## src/rtl/sad_min_tracker_if.sv

```systemverilog
// Handshake and result bus between the SAD stream source and the minimum tracker.
interface sad_min_tracker_if #(
    parameter int unsigned SAD_W = 32
);
    logic             Start;
    logic [SAD_W-1:0] SadIn;
    logic             SadValid;
    logic             SadReady;
    logic             Busy;
    logic             Done;
    logic [31:0]      xCoord;
    logic [31:0]      yCoord;
    logic [31:0]      sad;

    modport master (
        output Start, SadIn, SadValid,
        input  SadReady, Busy, Done, xCoord, yCoord, sad
    );

    modport slave (
        input  Start, SadIn, SadValid,
        output SadReady, Busy, Done, xCoord, yCoord, sad
    );
endinterface

```

## src/rtl/sad_min_tracker.sv

```systemverilog
// Tracks the minimum SAD over a raster scan of candidate positions and
// publishes the best-match coordinates when the scan completes.
module sad_min_tracker #(
    parameter int unsigned FRAME_W    = 64,
    parameter int unsigned FRAME_H    = 64,
    parameter int unsigned WIN_W      = 4,
    parameter int unsigned WIN_H      = 4,
    parameter int unsigned SAD_W      = 32,
    parameter bit          EARLY_EXIT = 1'b0
) (
    input  logic                 Clk,
    input  logic                 Rst,
    sad_min_tracker_if.slave     bus
);

    localparam int unsigned XMAX = FRAME_W - WIN_W;
    localparam int unsigned YMAX = FRAME_H - WIN_H;
    localparam int unsigned XW   = (XMAX > 0) ? $clog2(XMAX + 1) : 1;
    localparam int unsigned YW   = (YMAX > 0) ? $clog2(YMAX + 1) : 1;

    typedef enum logic [1:0] {
        S_IDLE = 2'd0,
        S_SCAN = 2'd1,
        S_DONE = 2'd2
    } state_t;

    state_t           r_state;
    logic [XW-1:0]    r_x;
    logic [YW-1:0]    r_y;
    logic [XW-1:0]    r_best_x;
    logic [YW-1:0]    r_best_y;
    logic [SAD_W-1:0] r_best_sad;
    logic             r_ready;
    logic             r_busy;
    logic             r_done;
    logic [31:0]      r_x_out;
    logic [31:0]      r_y_out;
    logic [31:0]      r_sad_out;

    logic             w_accept;
    logic             w_take;
    logic             w_exit;
    logic             w_last;
    logic [XW-1:0]    w_nb_x;
    logic [YW-1:0]    w_nb_y;
    logic [SAD_W-1:0] w_nb_sad;

    // Candidate best after folding in the current sample; ties keep the earlier position.
    always_comb begin
        w_accept = bus.SadValid && r_ready;
        w_exit   = EARLY_EXIT && (bus.SadIn == '0);
        w_take   = (bus.SadIn < r_best_sad) || w_exit;
        w_last   = (r_x == XW'(XMAX)) && (r_y == YW'(YMAX));
        w_nb_x   = w_take ? r_x        : r_best_x;
        w_nb_y   = w_take ? r_y        : r_best_y;
        w_nb_sad = w_take ? bus.SadIn  : r_best_sad;
    end

    always_ff @(posedge Clk or negedge Rst) begin
        if (!Rst) begin
            r_state    <= S_IDLE;
            r_x        <= '0;
            r_y        <= '0;
            r_best_x   <= '0;
            r_best_y   <= '0;
            r_best_sad <= '0;
            r_ready    <= 1'b0;
            r_busy     <= 1'b0;
            r_done     <= 1'b0;
            r_x_out    <= '0;
            r_y_out    <= '0;
            r_sad_out  <= '0;
        end else begin
            case (r_state)
                S_IDLE, S_DONE: begin
                    if (bus.Start) begin
                        r_state    <= S_SCAN;
                        r_x        <= '0;
                        r_y        <= '0;
                        r_best_x   <= '0;
                        r_best_y   <= '0;
                        r_best_sad <= '1;
                        r_ready    <= 1'b1;
                        r_busy     <= 1'b1;
                        r_done     <= 1'b0;
                    end
                end
                S_SCAN: begin
                    if (w_accept) begin
                        r_best_x   <= w_nb_x;
                        r_best_y   <= w_nb_y;
                        r_best_sad <= w_nb_sad;
                        if (w_last || w_exit) begin
                            r_state   <= S_DONE;
                            r_ready   <= 1'b0;
                            r_busy    <= 1'b0;
                            r_done    <= 1'b1;
                            r_x_out   <= 32'(w_nb_x);
                            r_y_out   <= 32'(w_nb_y);
                            r_sad_out <= 32'(w_nb_sad);
                        end else if (r_x == XW'(XMAX)) begin
                            r_x <= '0;
                            r_y <= r_y + YW'(1);
                        end else begin
                            r_x <= r_x + XW'(1);
                        end
                    end
                end
                default: begin
                    r_state <= S_IDLE;
                    r_ready <= 1'b0;
                    r_busy  <= 1'b0;
                end
            endcase
        end
    end

    assign bus.SadReady = r_ready;
    assign bus.Busy     = r_busy;
    assign bus.Done     = r_done;
    assign bus.xCoord   = r_x_out;
    assign bus.yCoord   = r_y_out;
    assign bus.sad      = r_sad_out;

endmodule

```

## src/flat_wrapper.sv

```systemverilog
// flat-port wrapper written by rule: the top's interface ports become plain ports
module sad_min_tracker_flat 
#(
    parameter int unsigned FRAME_W    = 64,
    parameter int unsigned FRAME_H    = 64,
    parameter int unsigned WIN_W      = 4,
    parameter int unsigned WIN_H      = 4,
    parameter int unsigned SAD_W      = 32,
    parameter bit          EARLY_EXIT = 1'b0
)
  (Clk, Rst, bus_Start, bus_SadIn, bus_SadValid, bus_SadReady, bus_Busy, bus_Done, bus_xCoord, bus_yCoord, bus_sad);
  sad_min_tracker_if #(.SAD_W(SAD_W)) bus_i ();
  input  logic Clk;
  input  logic Rst;
  input wire logic [$bits(bus_i.Start)-1:0] bus_Start;
  input wire logic [$bits(bus_i.SadIn)-1:0] bus_SadIn;
  input wire logic [$bits(bus_i.SadValid)-1:0] bus_SadValid;
  output wire logic [$bits(bus_i.SadReady)-1:0] bus_SadReady;
  output wire logic [$bits(bus_i.Busy)-1:0] bus_Busy;
  output wire logic [$bits(bus_i.Done)-1:0] bus_Done;
  output wire logic [$bits(bus_i.xCoord)-1:0] bus_xCoord;
  output wire logic [$bits(bus_i.yCoord)-1:0] bus_yCoord;
  output wire logic [$bits(bus_i.sad)-1:0] bus_sad;
  assign bus_i.Start = bus_Start;
  assign bus_i.SadIn = bus_SadIn;
  assign bus_i.SadValid = bus_SadValid;
  assign bus_SadReady = bus_i.SadReady;
  assign bus_Busy = bus_i.Busy;
  assign bus_Done = bus_i.Done;
  assign bus_xCoord = bus_i.xCoord;
  assign bus_yCoord = bus_i.yCoord;
  assign bus_sad = bus_i.sad;
  sad_min_tracker #(.FRAME_W(FRAME_W), .FRAME_H(FRAME_H), .WIN_W(WIN_W), .WIN_H(WIN_H), .SAD_W(SAD_W), .EARLY_EXIT(EARLY_EXIT)) u_core (.Clk(Clk), .Rst(Rst), .bus(bus_i));
endmodule
```

## config.mk

```make
export PLATFORM = sky130hd
export DESIGN_NAME = sad_min_tracker_flat
export DESIGN_NICKNAME = d
export VERILOG_FILES = /design/src/rtl/sad_min_tracker_if.sv /design/src/rtl/sad_min_tracker.sv /design/src/flat_wrapper.sv
export SDC_FILE = /design/constraint.sdc
export NUM_CORES = 1
export LEC_CHECK = 0
export BUFFER_PORTS_ARGS = -buffer_cell sky130_fd_sc_hd__buf_2
export CORE_AREA = 2 2 108 110
export CTS_CLUSTER_DIAMETER = 150
export DETAILED_ROUTE_END_ITERATION = 8
export DIE_AREA = 0 0 110 112
export PLACE_DENSITY = 0.78
export SYNTH_ARGS = -nofsm -noshare
export SYNTH_HDL_FRONTEND = slang
export SYNTH_SLANG_ARGS = --single-unit
```

## constraint.sdc

```tcl
create_clock -name Clk -period 3 [get_ports Clk]
set_clock_uncertainty 0.05 [all_clocks]
set_input_delay 0.45 -clock Clk [delete_from_list [all_inputs] [get_ports Clk]]
set_output_delay 0.45 -clock Clk [all_outputs]
set_load 0.05 [all_outputs]
```

==> metrics.txt, run 1 <==
CTS Hold Bufs 0; unrepaired setup endpoints after global routing false; DRT iter0 DRCs between 400 and 500; critical path class reg2reg; H-tree levels 3; element type at the critical path end register; Req. time, crit path 3.22 ns; # diodes 0; clock period minus worst slack 2.66 ns; Longest Clk Path Bufs 2; Setup TNS 0 ns; Rel. slew slack 55.0%; Clk pwr share 24.8%; fin area 6670 µm²; post-route ant nets 0; Cell Rows 39; TritonRoute pass-1 iters 5; Synth Instances 644; Final setup viols 0; Final Max Tran Viols 0; worst-margin pin slew slightly below 0.7 ns; Ys Warns 0; sw power 1.85 mW; post-synthesis area per instance a little over 9 µm²; number of synthesized flops with an enable pin 0; status finished, final reports clean; total grt overflow 0; Tcrit/Tclk final a little under 90%; #FFs+latches synth about 100; DRC 0; DR vias/cell ~5.6; # IOs 135; CTS root buf clkbuf_16; PD cells 736 nW/µm²; vias after detailed routing 4,835; LEAKAGE ~3.4 nW; DP Area between 6000 and 7000 µm²; vias in the first global route a little under 5,000; detailed placement HPWL approximately 9600 µm; highest clock rate between 300 and 400 MHz; Synth-to-Final Area Change 12.0%; Die Width 110 µm; routed len/inst roughly 16 µm; Hold WC Path Type in2async; Worst-Skew Late Latency roughly 0.35 ns; Tot GR Track Use 23.7%; largest cells by area after synthesis dfrtp_1 (44%), ha_1 (7.3%), buf_4 (6.7%); global-route wire length before repair about 23,000 µm; most common cell after layout, fill and taps aside dfrtp_1; combinational group share of total power between 30% and 40%; I/O Buffers 82; largest net degree at the start of global routing between 50 and 60; Fin. Hold Viols 0; Routed WL around 14,000 µm; Sink Count 104; Sw Ratio 37.7%; core area 11,200 µm²; internal power 3.06 mW; crit start category register; synth unique cells 44; post-synth top area cell dfrtp_1; worst vdd ir 0.366 mV; die area between 10,000 and 15,000 µm²; register area share after synthesis between 40% and 50%; Final nets 787; CTS tree yes; Inserted Clock Buffers 9; height of the die approximately 110 µm; most frequent cells in the layout dfrtp_1 (104), buf_2 (81), nand2_1 (61), o21ai_0 (61), nor2_1 (58); Synth Flop Type dfrtp_1; initial antenna violation count 0; Flop pwr share a little under two fifths; max_cap viols 0; Initial Util between 50 and 60%; Clock Pin Slew Worst Setup and Hold Paths about 0.070 ns; Post-synth ARST share between 90% and 100%; share of cells above drive strength 1 between 20% and 30%; Syn Std Cell Area about 6000 µm²; critical path data arrival time 2.88 ns; Resized Gates After CTS 0; # Post-CTS Setup Buffers 0; crit path max fanout 44; Synth top area share a little over two fifths; gpl congestion 0.830; fill cell count 954
-- final timing paths --
path | start | endpoint | slack (ns) | depth (start not counted)
max | u_core.r_best_sad[27]$_DFFE_PN0P_ | u_core.bus.sad[2]$_DFFE_PN0P_ | 0.34 | 9
min | Rst | u_core.bus.sad[6]$_DFFE_PN0P_ | 0.08 | 1
max reg2reg | u_core.r_best_sad[27]$_DFFE_PN0P_ | u_core.bus.sad[2]$_DFFE_PN0P_ | 0.34 | 9
min reg2reg | u_core.bus.Done$_DFFE_PN0P_ | u_core.bus.Done$_DFFE_PN0P_ | 0.46 | 2
max in group asynchronous | Rst | u_core.bus.yCoord[0]$_DFFE_PN0P_ | 2.09 | 2
min in group Clk | bus_Start | u_core.r_state[1]$_DFFE_PN0P_ | 0.30 | 2
-- power groups by stage --
stage          logic, mW  registers [mW]  clock network, mW
2_1_floorplan       1.44            1.80                  0
3_3_place_gp        1.78            1.81                  0
3_5_place_dp        1.86            1.82                  0
4_1_cts             1.89            1.80               1.22
5_1_grt             2.09            1.83               1.27
6_report            1.89            1.81               1.22
-- metal layers --
metal	part of all wire [%]	GRT usage, %	wire [µm]
met2	50	39.1	7160
met1	41	30.8	5840
met4	2.4	10.5	344
met3	5.9	3.04	836
met5	0	0	0
-- per-stage QoR --
step	instances	hold slack [ns]	utilization (%)	total power, mW	setup slack [ns]
2_1_floorplan	695	0.104	-	3.25	0.375
3_3_place_gp	848	0.432	57.0	3.59	0.246
3_5_place_dp	848	0.450	57.0	3.68	0.210
4_1_cts	864	0.103	59.7	4.91	0.374
5_1_grt	864	0.124	59.7	5.19	0.152
6_report	864	0.0771	59.7	4.91	0.338
-- worst max-delay path, stage by stage, from the launching register on --
cell and delay (ns):
dfrtp_1 0.34, inv_1 0.06, ha_1 0.31, nand4_1 0.15, nor4_1 0.42, nand2_1 0.21
a41oi_4 0.26, buf_4 0.43, o21ai_0 0.17, a21oi_1 0.16
-- cell usage after synthesis, types with 2 or more instances --
master      n
a21oi_1    56
a31oi_1    37
and2_1      3
and3_1      3
and4_1      3
buf_1       8
buf_2       5
buf_4      53
buf_6       3
clkbuf_1   22
dfrtp_1   104
ha_1       35
inv_1      37
mux2_2     20
mux2_4     11
mux2i_1     6
nand2_1    61
nand2b_1    3
nand3_1     9
nand4_1    16
nor2_1     58
nor2b_1     3
nor4_1      2
o21ai_0    61
xor2_1      6
-- area by class of cell --
class | count | area, µm² | area share, %
sequential | 104 | 2600 | 39.0
multi-input combinational | 463 | 2840 | 42.6
tap | 143 | 179 | 2.68
clock inverter | 5 | 55.1 | 0.825
timing repair buffer | 101 | 606 | 9.07
clock buffer | 11 | 253 | 3.79
inverter | 37 | 139 | 2.08
-- cell families after synthesis --
group	count (synthesis)	synth area share [%]
AOI/OAI and AO/OA	167	16.0
xor gates and xnor gates	7	1.03
DFF	104	43.7
muxes	37	7.56
adders and majority gates	35	7.35
and+or+nand+nor	165	12.4
buffers and inverters	128	11.9
other	1	0.0629
-- state kept, by name (all words and copies together) (netlist names) --
signal	cells
u_core.bus.yCoord	6
u_core.bus.Busy	1
u_core.bus.sad	32
u_core.r_best_y	6
u_core.r_best_x	6
u_core.r_best_sad	32
u_core.r_state	2
u_core.bus.xCoord	6
u_core.r_x	6
u_core.r_y	6
u_core.bus.Done	1
Note: power is estimated with default switching activity, not from simulation.
==> run 2: changes to the inputs <==
--- a/config.mk
+++ b/config.mk
@@ -6,11 +6,11 @@
 export NUM_CORES = 1
 export LEC_CHECK = 0
 export BUFFER_PORTS_ARGS = -buffer_cell sky130_fd_sc_hd__buf_2
-export CORE_AREA = 2 2 108 110
+export CORE_AREA = 2 2 104 106
 export CTS_CLUSTER_DIAMETER = 150
 export DETAILED_ROUTE_END_ITERATION = 8
-export DIE_AREA = 0 0 110 112
-export PLACE_DENSITY = 0.78
+export DIE_AREA = 0 0 106 108
+export PLACE_DENSITY = 0.84
 export SYNTH_ARGS = -nofsm -noshare
 export SYNTH_HDL_FRONTEND = slang
 export SYNTH_SLANG_ARGS = --single-unit
==> constraint.sdc (replaced) <==
create_clock -name Clk -period 3.5 [get_ports Clk]
set_clock_uncertainty 0.05 [all_clocks]
set_input_delay 0.525 -clock Clk [delete_from_list [all_inputs] [get_ports Clk]]
set_output_delay 0.525 -clock Clk [all_outputs]
set_load 0.05 [all_outputs]
==> run 2 against run 1 <==
  * Sequential power decreased by 15%
  * Combinational power decreased by 18%
  * Cell count decreased by 1.3%
  * Die area down 7.1%
  * Total power is 18% lower
  * Sequential share of layout area rose by 0.68 points
  * Wire length down 4.0%
  * Critical path depth down 1
  * Utilization grew 4.4 points
  * Setup slack better by 0.26 ns
  * Clock power down 25%
  * Highest routed layer unchanged
==> metrics.txt, run 2 (synthesized netlist as in run 1, its figures left out) <==
status finished, final reports clean (unchanged); flop2flop setup slack 0.59 ns (was 0.34 ns); crit start category register (unchanged); Clock Pin Slew Worst Setup and Hold Paths 0.10 ns (was 0.07 ns); Req. time, crit path 3.71 ns (was 3.22 ns); DR vias/cell 5.77 (was 5.60); worst hold slack 0.179 ns (was 0.0771 ns); DRC 0 (unchanged); clock period minus worst slack 2.91 ns (was 2.66 ns); R2R depth 8 (was 9); Inserted Clock Buffers 9 (unchanged); Routed WL 13,600 µm (was 14,200 µm); TritonRoute pass-1 iters 5 (unchanged); Longest Clk Path Bufs 2 (unchanged); crit path max fanout 27 (was 44); Final nets 783 (was 787); FF/Latch Area 2600 µm² (unchanged); critical path data arrival time 3.12 ns (was 2.88 ns); Clk pwr share 22.8% (was 24.8%); Most common cell on crit path nand2_1; routed len/inst 16.0 µm (was 16.4 µm); Synth-to-Final Area Change 10.1% (was 12.0%); Resized Gates After CTS 0 (unchanged); # Post-CTS Setup Buffers 0 (unchanged); global-route wire length before repair 22,000 µm (was 23,100 µm); Worst-Skew Late Latency 0.38 ns (was 0.35 ns); reg-to-reg critical path startpoint u_core.r_x[0]$_DFFE_PN0P_ (was u_core.r_best_sad[27]$_DFFE_PN0P_); die area 11,400 µm² (was 12,300 µm²); detailed placement HPWL 9560 µm (was 9640 µm); Sw Ratio 38.5% (was 37.7%); worst-margin pin slew 0.797 ns (was 0.674 ns); Initial Util 58.2% (was 53.3%); Tcrit/Tclk final 83.0% (was 88.7%); fin area 6560 µm² (was 6670 µm²); gpl congestion 0.882 (was 0.830); post-route ant nets 0 (unchanged); internal power 2.47 mW (was 3.06 mW); PD cells 611 nW/µm² (was 736 nW/µm²); Final setup viols 0 (unchanged); critical path's slowest cell nor4_1 (was buf_4); Cell Rows 37 (was 39); DP Area 6310 µm² (was 6370 µm²); Rel. slew slack 46.9% (was 55.0%); LEAKAGE 3.33 nW (was 3.38 nW); CTS Hold Bufs 0 (unchanged); Sink Count 104 (unchanged); # IOs 135 (unchanged); Setup TNS 0 ns (unchanged); I/O Buffers 82 (unchanged); max_cap viols 0 (unchanged); Reg-to-Reg End u_core.bus.sad[29]$_DFFE_PN0P_ (was u_core.bus.sad[2]$_DFFE_PN0P_); combinational group share of total power 38.8% (was 38.4%); Hold WC Path Type in2async (unchanged); Die Width 106 µm (was 110 µm); Flop pwr share 38.4% (was 36.8%); share of cells above drive strength 1 20.5% (was 21.1%); largest net degree at the start of global routing 63 (was 56); height of the die 108 µm (was 112 µm); sw power 1.54 mW (was 1.85 mW); CTS root buf clkbuf_8 (was clkbuf_16); critical path class reg2reg (unchanged); worst vdd ir 0.374 mV (was 0.366 mV); # diodes 0 (unchanged); unrepaired setup endpoints after global routing false (unchanged); Fin. Hold Viols 0 (unchanged); vias after detailed routing 4,924 (was 4,835); vias in the first global route 4,691 (was 4,880); Cell Chain, Critical Path inv_1 > ha_1 > nand2_1 > nor4_1 > nand2_1 > buf_4 > a31oi_1 > a21oi_1 (was inv_1 > ha_1 > nand4_1 > nor4_1 > nand2_1 > a41oi_4 > buf_4 > o21ai_0 > a21oi_1); highest clock rate 344 MHz (was 376 MHz); core area 10,200 µm² (was 11,200 µm²); total grt overflow 0 (unchanged); initial antenna violation count 0 (unchanged); area of the multi-input gates 2840 µm² (unchanged); most common cell after layout, fill and taps aside dfrtp_1 (unchanged); H-tree levels 3 (unchanged); fill cell count 819 (was 954); element type at the critical path end register (unchanged); DRT iter0 DRCs 325 (was 422); Tot GR Track Use 24.1% (was 23.7%); most frequent cells in the layout dfrtp_1 (104), buf_2 (81), nand2_1 (61), o21ai_0 (61), nor2_1 (58) (unchanged); slowest stage delay, CP 0.63 ns (was 0.43 ns); Final Max Tran Viols 0 (unchanged); CTS tree yes (unchanged)
-- run 2: worst max-delay path by stage --
stage | to | from | slack [ns] | cells past startpoint
after floorplan | u_core.r_best_sad[24]$_DFFE_PN0P_ | bus_SadIn[6] | 0.80 | 8
after global placement | u_core.bus.sad[29]$_DFFE_PN0P_ | bus_SadIn[6] | 0.51 | 9
after detailed placement | u_core.bus.sad[24]$_DFFE_PN0P_ | bus_SadIn[6] | 0.45 | 9
after CTS | u_core.bus.sad[29]$_DFFE_PN0P_ | u_core.r_best_sad[6]$_DFFE_PN0P_ | 0.66 | 9
after global routing | u_core.bus.sad[29]$_DFFE_PN0P_ | u_core.r_x[0]$_DFFE_PN0P_ | 0.48 | 8
final | u_core.bus.sad[29]$_DFFE_PN0P_ | u_core.r_x[0]$_DFFE_PN0P_ | 0.59 | 8
-- run 2: worst max-delay path, delay by kind of cell, from the launching register on --
| family | cells | cell delay (ns) |
|---|---|---|
| fa+ha+maj | 1 | 0.18 |
| buf+inv | 2 | 0.55 |
| flops | 1 | 0.44 |
| simple gates | 3 | 1.20 |
| compound gates | 2 | 0.35 |
-- run 2: power groups by stage --
stage | sequential (mW) | clock, mW | combinational, mW
6_report | 1.54 | 0.915 | 1.55
5_1_grt | 1.56 | 0.975 | 1.71
4_1_cts | 1.54 | 0.925 | 1.54
3_5_place_dp | 1.56 | 0 | 1.53
3_3_place_gp | 1.55 | 0 | 1.46
2_1_floorplan | 1.55 | 0 | 1.24
-- run 2: stage by stage --
step,utilization [%],total power [mW],worst slack [ns],cells
global placement,61.7,3.01,0.507,837
finish,64.1,4.01,0.594,853
global route,64.1,4.25,0.478,853
detailed placement,61.7,3.09,0.455,837
floorplan,-,2.78,0.800,695
CTS,64.1,4.00,0.665,853
-- run 2: metal layers --
layer | wire (µm) | global-route usage, % | share of wire (%)
met1 | 5450 | 31.0 | 40
met2 | 6890 | 39.8 | 51
met3 | 946 | 4.76 | 6.9
met4 | 336 | 11.0 | 2.5
met5 | 0 | 0 | 0
-- run 2: final cells by class --
cell class / count / area share, %
clock inverters: 6 / 1.77
flip-flops and latches: 104 / 39.7
clock buffers: 10 / 1.95
multi-input cells: 463 / 43.3
well taps: 136 / 2.59
inverters: 37 / 2.12
repair buffers: 97 / 8.58
